[src/rtl/i2s_receiver.sv]
// I2S receiver: recovers left-justified stereo frames from an asynchronous I2S stream.
// Latency: FrameData/Valid update one MasterCLK cycle after the sampled WS fall that ends a frame.
// Backpressure: Valid/Ready handshake; a frame completing while Valid && !Ready is dropped with an Overrun pulse.
//
// Ports:
//   MasterCLK, nReset      system clock, synchronous active-low reset
//   I2S_CLK/WS/DATA        asynchronous serial bit clock, word select (0 = left), data MSB first
//   Ready                  consumer accepts FrameData when high together with Valid
//   FrameData, Valid       {left, right} frame and its valid flag
//   Overrun, FrameErr      single-cycle pulses: dropped frame, slot length error
module i2s_receiver #(
  parameter int SLOT_BITS = 16
) (
  input  logic                   MasterCLK,
  input  logic                   nReset,
  input  logic                   I2S_CLK,
  input  logic                   I2S_WS,
  input  logic                   I2S_DATA,
  input  logic                   Ready,
  output logic [2*SLOT_BITS-1:0] FrameData,
  output logic                   Valid,
  output logic                   Overrun,
  output logic                   FrameErr
);

  localparam int CNT_W = $clog2(SLOT_BITS + 2);
  localparam logic [CNT_W-1:0] CNT_ONE  = CNT_W'(1);
  localparam logic [CNT_W-1:0] CNT_FULL = CNT_W'(SLOT_BITS);
  localparam logic [CNT_W-1:0] CNT_SAT  = CNT_W'(SLOT_BITS + 1);

  localparam logic [1:0] ST_SYNC  = 2'd0;
  localparam logic [1:0] ST_LEFT  = 2'd1;
  localparam logic [1:0] ST_RIGHT = 2'd2;

  logic                 clk_s1, clk_s2, clk_s3;
  logic                 ws_s1, ws_s2;
  logic                 dat_s1, dat_s2;
  logic                 ws_prev;
  logic [1:0]           state;
  logic [CNT_W-1:0]     bit_cnt;
  logic [SLOT_BITS-1:0] shift;
  logic [SLOT_BITS-1:0] left_hold;

  logic                 sck_rise;
  logic                 ws_fall;
  logic                 ws_rise;
  logic                 frame_done;
  logic [SLOT_BITS-1:0] shift_in;
  logic [SLOT_BITS-1:0] restart;

  // WS and data travel through the same two-flop depth as the bit clock, so
  // on sck_rise ws_s2/dat_s2 are the values present at that I2S_CLK rising edge.
  assign sck_rise   = clk_s2 & ~clk_s3;
  assign ws_fall    = sck_rise & ws_prev & ~ws_s2;
  assign ws_rise    = sck_rise & ~ws_prev & ws_s2;
  assign frame_done = ws_fall && (state == ST_RIGHT) && (bit_cnt == CNT_FULL);
  assign shift_in   = {shift[SLOT_BITS-2:0], dat_s2};
  // Left-justified: the bit sampled with the WS edge is already the new slot's MSB.
  assign restart    = {{(SLOT_BITS-1){1'b0}}, dat_s2};

  always_ff @(posedge MasterCLK) begin
    if (!nReset) begin
      clk_s1    <= 1'b0;
      clk_s2    <= 1'b0;
      clk_s3    <= 1'b0;
      ws_s1     <= 1'b0;
      ws_s2     <= 1'b0;
      dat_s1    <= 1'b0;
      dat_s2    <= 1'b0;
      ws_prev   <= 1'b1;
      state     <= ST_SYNC;
      bit_cnt   <= '0;
      shift     <= '0;
      left_hold <= '0;
      FrameData <= '0;
      Valid     <= 1'b0;
      Overrun   <= 1'b0;
      FrameErr  <= 1'b0;
    end else begin
      clk_s1   <= I2S_CLK;
      clk_s2   <= clk_s1;
      clk_s3   <= clk_s2;
      ws_s1    <= I2S_WS;
      ws_s2    <= ws_s1;
      dat_s1   <= I2S_DATA;
      dat_s2   <= dat_s1;
      Overrun  <= 1'b0;
      FrameErr <= 1'b0;

      if (sck_rise) begin
        ws_prev <= ws_s2;
        case (state)
          ST_SYNC: begin
            if (ws_fall) begin
              shift   <= restart;
              bit_cnt <= CNT_ONE;
              state   <= ST_LEFT;
            end
          end
          ST_LEFT: begin
            if (ws_rise) begin
              if (bit_cnt == CNT_FULL) begin
                left_hold <= shift;
                shift     <= restart;
                bit_cnt   <= CNT_ONE;
                state     <= ST_RIGHT;
              end else begin
                FrameErr <= 1'b1;
                state    <= ST_SYNC;
              end
            end else begin
              // Excess bits are dropped; the counter parks one past full so an
              // over-long slot still fails the length check.
              if (bit_cnt < CNT_FULL) shift <= shift_in;
              if (bit_cnt != CNT_SAT) bit_cnt <= bit_cnt + 1'b1;
            end
          end
          ST_RIGHT: begin
            if (ws_fall) begin
              // A bad right slot loses only this frame; the WS fall is still a
              // valid left-slot start, so no resync is needed.
              if (bit_cnt != CNT_FULL) FrameErr <= 1'b1;
              shift   <= restart;
              bit_cnt <= CNT_ONE;
              state   <= ST_LEFT;
            end else begin
              if (bit_cnt < CNT_FULL) shift <= shift_in;
              if (bit_cnt != CNT_SAT) bit_cnt <= bit_cnt + 1'b1;
            end
          end
          default: state <= ST_SYNC;
        endcase
      end

      // Output holding register: a new frame may replace the held one only
      // when the held one is being consumed in this same cycle.
      if (frame_done) begin
        if (!Valid || Ready) begin
          FrameData <= {left_hold, shift};
          Valid     <= 1'b1;
        end else begin
          Overrun <= 1'b1;
        end
      end else if (Valid && Ready) begin
        Valid <= 1'b0;
      end
    end
  end

endmodule
[config.mk]
export PLATFORM = sky130hd
export DESIGN_NAME = i2s_receiver
export DESIGN_NICKNAME = d
export VERILOG_FILES = /design/src/rtl/i2s_receiver.sv
export SDC_FILE = /design/constraint.sdc
export NUM_CORES = 1
export LEC_CHECK = 0
export ABC_AREA = 1
export CAP_MARGIN = 20
export CORE_ASPECT_RATIO = 0.9
export CORE_MARGIN = 4
export CORE_UTILIZATION = 40
export DETAILED_ROUTE_END_ITERATION = 10
export PLACE_DENSITY = 0.69
export SKIP_CTS_REPAIR_TIMING = 1
export SYNTH_ARGS = -nofsm -noshare
export SYNTH_HDL_FRONTEND = slang
export SYNTH_SLANG_ARGS = --single-unit
[constraint.sdc]
create_clock -name MasterCLK -period 2.78 [get_ports MasterCLK]
set_input_delay 0.695 -clock MasterCLK [delete_from_list [all_inputs] [get_ports MasterCLK]]
set_output_delay 0.695 -clock MasterCLK [all_outputs]
set_load 0.01 [all_outputs]
==> tab_implementation.tex, run 1 <==
\begin{tabular}{lr}
\hline
Metric & Value \\
\hline
\multicolumn{2}{l}{\textbf{Cells and area}} \\
Layout cell share with drive strength beyond 1 & 10.6\% \\
Post-layout net count & 480 \\
Count of inserted antenna diode cells & 0 \\
Area growth from synthesis to layout & 19.3\% \\
\multicolumn{2}{l}{\textbf{STA}} \\
Worst-Margin Slew & 630 ps \\
Crit share post-route & 71.7\% \\
Max Transition Viols Final & 0 \\
Final hold violation count & 0 \\
Total negative slack for setup checks & 0 ps \\
Final critical path time including I/O delays and setup & 1990 ps \\
Worst clock skew & 10.3 ps \\
Worst slew margin relative to its limit & 57.9\% \\
Unrepaired setup endpoints after global routing & no \\
Setup-failing EPs final & 0 \\
Maximum operating frequency & 502 MHz \\
\multicolumn{2}{l}{\textbf{Global routing}} \\
Total track usage & 14.4\% \\
Wire length of the first global-routing pass & 11600 µm \\
Pin count of the biggest net entering global routing & 33 \\
Leftover overflow at the end of global routing & 0 \\
Vias in the first global route & 2513 \\
Initial antenna violation count & 0 \\
\multicolumn{2}{l}{\textbf{Drt}} \\
1st-pass router iterations & 4 \\
Final wirelength & 6680 µm \\
Number of DRC markers after the initial detailed-route iteration & 122 \\
Routed vias/inst & 4.73 \\
Residual antenna-violating net count after detailed routing & 0 \\
WL/cell & 11.7 µm \\
Residual DRC count & 0 \\
Vias & 2701 \\
\multicolumn{2}{l}{\textbf{Setup path}} \\
Largest fanout on the critical path & 3 \\
Critical path's slowest cell & sky130\_fd\_sc\_hd\_\_clkdlybuf4s50\_1 \\
Sequence of cells on the critical path & clkdlybuf4s50\_1 \\
Worst flop-to-flop path startpoint & bit\_cnt[0] \\
Crit end category & output port \\
Reg2reg setup slack & 920 ps \\
Destination of the worst register-to-register timing path & FrameData[9] \\
CP Buf/Inv Count & 1 \\
Category of cells accounting for the largest share of critical-path delay & buffers and inverters \\
Largest stage delay, worst path & 560 ps \\
Data required time of the worst path & 2090 ps \\
Class of the most critical setup path & flop to output port \\
Number of cells traversed by the worst register-to-register path & 9 \\
Kind of start point of the critical path & flop \\
Data arrival at the endpoint of the critical path & 1300 ps \\
\multicolumn{2}{l}{\textbf{Synth}} \\
Post-synthesis async set-or-reset flop share & 0\% \\
Synthesized area & 3320 µm² \\
Area share of the largest cell type after synthesis & 49.4\% \\
Simple-gate share of the synthesized area & 22.8\% \\
Synthesized flop and latch total & 82 \\
Library cell with the largest summed area after synthesis & sky130\_fd\_sc\_hd\_\_dfxtp\_1 \\
Leading post-synthesis cells by instance count & 88 x sky130\_fd\_sc\_hd\_\_nor2\_1, 82 x sky130\_fd\_sc\_hd\_\_dfxtp\_1, 57 x sky130\_fd\_sc\_hd\_\_nand2\_1 \\
Dominant cells by area after synthesis & sky130\_fd\_sc\_hd\_\_dfxtp\_1 49\%, sky130\_fd\_sc\_hd\_\_nor2\_1 9.9\%, sky130\_fd\_sc\_hd\_\_nand2\_1 6.4\% \\
Synthesized instance count & 432 \\
Xor/xnor cell area share of the yosys netlist & 0.790\% \\
Portion of netlist area occupied by mux cells & 0\% \\
Distinct cell type count of the synthesized netlist & 26 \\
Post-Syn Nets & 445 \\
Most used DFF post-synth & sky130\_fd\_sc\_hd\_\_dfxtp\_1 \\
Count of warnings emitted by yosys & 0 \\
Count of flip-flops with a built-in enable after synthesis & 0 \\
Part of the Yosys area used for sequential elements & 49.4\% \\
Synthesized area divided by synthesized cell count & 7.70 µm² \\
Share of the synthesized area in compound gates (AO/OA/AOI/OAI) & 15.1\% \\
Most common cell in the netlist & sky130\_fd\_sc\_hd\_\_nor2\_1 \\
Combinational family with the most area after synthesis & simple AND/OR/NAND/NOR gates \\
Adder-Cell Fraction of Synth Area & 2.63\% \\
\multicolumn{2}{l}{\textbf{Clock tree}} \\
Clock sinks & 82 \\
CTS H-tree lvls & 3 \\
CTS tree & yes \\
Number of buffers created by CTS & 9 \\
Worst-skew pair later-pin latency & 350 ps \\
Clock-pin transition on the worst setup and hold timing paths & 80 ps \\
Maximum clock path buffer count & 2 \\
Library cell used as clock root buffer & sky130\_fd\_sc\_hd\_\_clkbuf\_8 \\
\multicolumn{2}{l}{\textbf{Worst hold path}} \\
Launch point of the worst hold path & clk\_s1 \\
Hold Path Cell Cnt & 2 \\
Class of the worst hold path & flop to flop \\
Endpoint of the worst hold-timing path & clk\_s2 \\
\multicolumn{2}{l}{\textbf{Floorplan}} \\
Height of the die & 94.5 µm \\
Die Wd & 104 µm \\
Total Die Area & 9840 µm² \\
Num ports & 41 \\
Total core area & 8070 µm² \\
Placement Rows & 31 \\
Initial core utilization & 41.2\% \\
\multicolumn{2}{l}{\textbf{Pwr}} \\
Maximum ir drop on the vdd rail & 0.276 mV \\
Leakage power & 0.00179 µW \\
Tot Pwr & 2340 µW \\
Total power per unit cell area & 589 nW/µm² \\
\multicolumn{2}{l}{\textbf{Run}} \\
Max cap viols & 0 \\
\multicolumn{2}{l}{\textbf{Run status}} \\
Result of the run & finished, final reports clean \\
\multicolumn{2}{l}{\textbf{Placement}} \\
Final Wtd Congestion & 0.763 \\
Final HPWL from detailed placement & 4430 µm \\
Port Buffers & 40 \\
\hline
\end{tabular}
[logic make-up after synthesis]
logic type	count (synthesis)
flops	82
buf+inv	67
compound gates	97
fa+ha+maj	7
simple gates	176
xor+xnor	3
[worst max-delay path by stage]
stage / slack (ps) / cells after the start / from / endpoint
2_1_floorplan: 1200 / 10 / bit_cnt[0] / FrameData[18]
3_3_place_gp: 750 / 6 / Ready / FrameData[8]
3_5_place_dp: 720 / 6 / Ready / FrameData[9]
4_1_cts: 760 / 1 / Valid / Valid
5_1_grt: 730 / 1 / Valid / Valid
6_report: 790 / 1 / Valid / Valid
[state kept, by name, summed over array words and instances (netlist names), 2 cells and up]
register,count
FrameData,32
left_hold,16
shift,16
bit_cnt,5
state,2
[per-stage QoR]
| step | hold WS [ps] | utilization [%] | setup slack, ps | cell area (µm²) | std cells |
|---|---|---|---|---|---|
| global placement | 400 | 46.4 | 752 | 3740 | 555 |
| finish | 420 | 49.2 | 787 | 3970 | 571 |
| floorplan | 390 | - | 1200 | 3320 | 432 |
| global route | 433 | 49.2 | 728 | 3970 | 571 |
| CTS | 427 | 49.2 | 756 | 3970 | 571 |
| detailed placement | 403 | 46.4 | 716 | 3740 | 555 |
[layout make-up]
cell class	count	area (µm²)
clock buffers	9	124
multi-input cells	283	1370
clock inverters	7	98.8
fillers	775	4100
repair buffers	45	433
well taps	99	124
flip-flops and latches	82	1640
inverters	46	173
[cells in the final DEF, fill, tap and decap left out, types with 5 or more instances in the layout]
cell / Yosys / layout
sky130_fd_sc_hd__nand2_1: 57 / 57
sky130_fd_sc_hd__nor2_2: 10 / 10
sky130_fd_sc_hd__buf_4: 0 / 5
sky130_fd_sc_hd__ha_1: 7 / 7
sky130_fd_sc_hd__a21oi_1: 21 / 21
sky130_fd_sc_hd__o21ai_1: 42 / 42
sky130_fd_sc_hd__clkdlybuf4s50_1: 0 / 39
sky130_fd_sc_hd__inv_1: 39 / 39
sky130_fd_sc_hd__inv_2: 7 / 7
sky130_fd_sc_hd__o21ai_0: 31 / 31
sky130_fd_sc_hd__clkbuf_8: 0 / 9
sky130_fd_sc_hd__nor2_1: 88 / 88
sky130_fd_sc_hd__dfxtp_1: 82 / 82
sky130_fd_sc_hd__nand3_1: 8 / 8
[power by group]
group          internal [µW]  switching, µW
combinational           54.9            105
sequential              1200           19.5
clock                    512            449
[layer usage]
metal	global-route usage, %	up-vias	wire length (µm)
li1	-	1434	-
met1	19.4	1214	3500
met2	21.9	47	2770
met3	4.03	6	330
met4	5.65	0	75
met5	0	-	0
(Power assumes the default switching activity.)
==> run 2, diff against run 1 <==
==> constraint.sdc (replaced) <==
create_clock -name MasterCLK -period 2.07 [get_ports MasterCLK]
set_input_delay 0.5175 -clock MasterCLK [delete_from_list [all_inputs] [get_ports MasterCLK]]
set_output_delay 0.5175 -clock MasterCLK [all_outputs]
set_load 0.01 [all_outputs]
==> run 2 against run 1 <==
  * Combinational power rose by 40%
  * Clock skew fell by 1.1 ps
  * Core utilization down 0.077 points
  * Sequential cell count is the same
  * Critical path depth rose by 8
  * Final area is 0.16% lower
  * Clock-buffer cell count did not move
  * Total power up 25%
  * First-iteration DRC count rose by 16%
  * Non-clock buffer count increased by 2
  * Critical path type is now flop to flop
  * Critical endpoint is now FrameData[10]
==> tab_implementation.tex, run 2 (same netlist as run 1, synthesis figures left out) <==
\begin{tabular}{lr}
\hline
Metric & Value \\
\hline
\multicolumn{2}{l}{\textbf{Run status}} \\
Result of the run & finished, final reports clean \\
\multicolumn{2}{l}{\textbf{Clock tree}} \\
CTS H-tree lvls & 3 (unchanged) \\
Library cell used as clock root buffer & sky130\_fd\_sc\_hd\_\_clkbuf\_8 \\
Clock sinks & 82 (unchanged) \\
Maximum clock path buffer count & 2 (unchanged) \\
CTS tree & yes \\
Worst-skew pair later-pin latency & 350 ps (about the same) \\
Number of buffers created by CTS & 9 (unchanged) \\
Clock-pin transition on the worst setup and hold timing paths & 90 ps (about the same) \\
\multicolumn{2}{l}{\textbf{Run}} \\
Max cap viols & 0 (unchanged) \\
\multicolumn{2}{l}{\textbf{Floorplan}} \\
Total Die Area & 9840 µm² (unchanged) \\
Num ports & 41 (unchanged) \\
Placement Rows & 31 (unchanged) \\
Die Wd & 104 µm (unchanged) \\
Height of the die & 94.5 µm (unchanged) \\
Total core area & 8070 µm² (unchanged) \\
Initial core utilization & 41.2\% (unchanged) \\
\multicolumn{2}{l}{\textbf{Placement}} \\
Port Buffers & 40 (unchanged) \\
Final Wtd Congestion & 0.771 (+1.1\%) \\
Final HPWL from detailed placement & 4520 µm (+2.1\%) \\
Total cell area at the placement stage & 3770 µm² (+0.74\%) \\
\multicolumn{2}{l}{\textbf{Setup path}} \\
Class of the most critical setup path & flop to flop \\
Crit end category & flop \\
Sequence of cells on the critical path & inv\_1, ha\_1, nand2\_1, nor3\_2, nand3\_2, a21oi\_4, buf\_6, o21ai\_1, nor2\_1 \\
Critical path's slowest cell & sky130\_fd\_sc\_hd\_\_dfxtp\_1 \\
Category of cells accounting for the largest share of critical-path delay & simple AND/OR/NAND/NOR gates \\
Data required time of the worst path & 2360 ps (+270 ps) \\
Reg2reg setup slack & 230 ps (-690 ps) \\
Largest stage delay, worst path & 360 ps (-200 ps) \\
CP Buf/Inv Count & 2 (+1) \\
Kind of start point of the critical path & flop \\
Data arrival at the endpoint of the critical path & 2130 ps (+830 ps) \\
Largest fanout on the critical path & 32 (+29) \\
\multicolumn{2}{l}{\textbf{Cells and area}} \\
Filler cell count & 787 (+1.5\%) \\
Most used cells in the layout excluding fill and tap cells & 88 x sky130\_fd\_sc\_hd\_\_nor2\_1, 82 x sky130\_fd\_sc\_hd\_\_dfxtp\_1, 57 x sky130\_fd\_sc\_hd\_\_nand2\_1 \\
Commonest non-fill, non-tap cell in the layout & sky130\_fd\_sc\_hd\_\_nor2\_1 \\
Count of inserted antenna diode cells & 0 (unchanged) \\
Final design utilization & 49.1\% (-0.077 points) \\
Post-route cell area & 3960 µm² (-0.16\%) \\
Top reg by flops & FrameData \\
Post-layout net count & 482 (+0.42\%) \\
Layout cell share with drive strength beyond 1 & 11.0\% (+0.38 points) \\
Top Registers & FrameData x32, left\_hold x16, shift x16 \\
Area growth from synthesis to layout & 19.2\% \\
Largest register FFs & 32 (unchanged) \\
\multicolumn{2}{l}{\textbf{Worst hold path}} \\
Class of the worst hold path & flop to flop \\
\multicolumn{2}{l}{\textbf{Drt}} \\
Residual DRC count & 0 (unchanged) \\
Residual antenna-violating net count after detailed routing & 0 (unchanged) \\
Routed vias/inst & 4.72 (-0.28\%) \\
1st-pass router iterations & 4 (unchanged) \\
Number of DRC markers after the initial detailed-route iteration & 142 (+16\%) \\
Final wirelength & 6820 µm (+2.1\%) \\
WL/cell & 11.9 µm (+1.8\%) \\
Vias & 2703 (+0.074\%) \\
\multicolumn{2}{l}{\textbf{STA}} \\
Worst-Margin Slew & 392 ps (-239 ps) \\
Maximum operating frequency & 544 MHz \\
Total negative slack for setup checks & 0 ps (unchanged) \\
Unrepaired setup endpoints after global routing & no \\
Max Transition Viols Final & 0 (unchanged) \\
Final hold violation count & 0 (unchanged) \\
Worst hold-check slack & 418 ps (-2.28 ps) \\
Worst clock skew & 9.21 ps (-1.09 ps) \\
Final critical path time including I/O delays and setup & 1840 ps \\
Crit share post-route & 88.8\% \\
Worst slew margin relative to its limit & 73.9\% (+16 points) \\
Setup-failing EPs final & 0 (unchanged) \\
\multicolumn{2}{l}{\textbf{Pwr}} \\
Leakage power & 0.00178 µW (-0.33\%) \\
Total power per unit cell area & 740 nW/µm² (+26\%) \\
Maximum ir drop on the vdd rail & 0.277 mV (+0.19\%) \\
\multicolumn{2}{l}{\textbf{Global routing}} \\
Total track usage & 14.8\% (+0.42 points) \\
Wire length of the first global-routing pass & 11900 µm (+3.0\%) \\
Vias in the first global route & 2578 (+2.6\%) \\
Leftover overflow at the end of global routing & 0 (unchanged) \\
Pin count of the biggest net entering global routing & 33 (unchanged) \\
Initial antenna violation count & 0 (unchanged) \\
\hline
\end{tabular}
## run 2: tightest hold or removal path, cell delays in order, from the launching register on
cell,delay (ps)
sky130_fd_sc_hd__dfxtp_1,300
sky130_fd_sc_hd__nand2_1,50
sky130_fd_sc_hd__inv_1,30
## run 2: final timing paths
kind                            startpoint       endpoint  cells after the start
worst max register to register  bit_cnt[0]  FrameData[10]                      9
worst max-delay path            bit_cnt[0]  FrameData[10]                      9
worst min-delay path                 ws_s1          ws_s2                      2
worst min register to register       ws_s1          ws_s2                      2
## run 2: report_power, final
group          internal [µW]  total, µW  switching [µW]  leakage (µW)
logic                   79.6        223             144       0.00103
registers               1610       1640            26.6      0.000663
clock network            452       1070             618     0.0000868
## run 2: layer usage
metal | wire length, µm | global-route usage, %
met5 | 0 | 0
met4 | 46 | 5.32
met3 | 315 | 4.10
met2 | 2910 | 22.8
met1 | 3540 | 20.0
## run 2: cell type report
class / count / area [µm²] / area share, %
tap: 99 / 124 / 3.13
clock inverter: 7 / 58.8 / 1.48
multi-input combinational: 283 / 1370 / 34.7
clock buffer: 9 / 124 / 3.13
sequential: 82 / 1640 / 41.4
inverter: 46 / 175 / 4.42
timing repair buffer: 47 / 464 / 11.7
## run 2: through the flow
| stage | worst slack (ps) | total power (µW) | cells |
|---|---|---|---|
| floorplan | 493 | 1840 | 432 |
| global placement | 215 | 1890 | 557 |
| detailed placement | 148 | 1890 | 557 |
| CTS | 177 | 2960 | 573 |
| global route | 30.9 | 3080 | 573 |
| finish | 232 | 2930 | 573 |
==> run 3, diff against run 2 <==
--- a/config.mk
+++ b/config.mk
@@ -6,7 +6,6 @@
 export NUM_CORES = 1
 export LEC_CHECK = 0
 export ABC_AREA = 1
-export CAP_MARGIN = 20
 export CORE_ASPECT_RATIO = 0.9
 export CORE_MARGIN = 4
 export CORE_UTILIZATION = 40
==> results of run 3 <==
Final layout, timing and power as in run 2 (identical DEF).
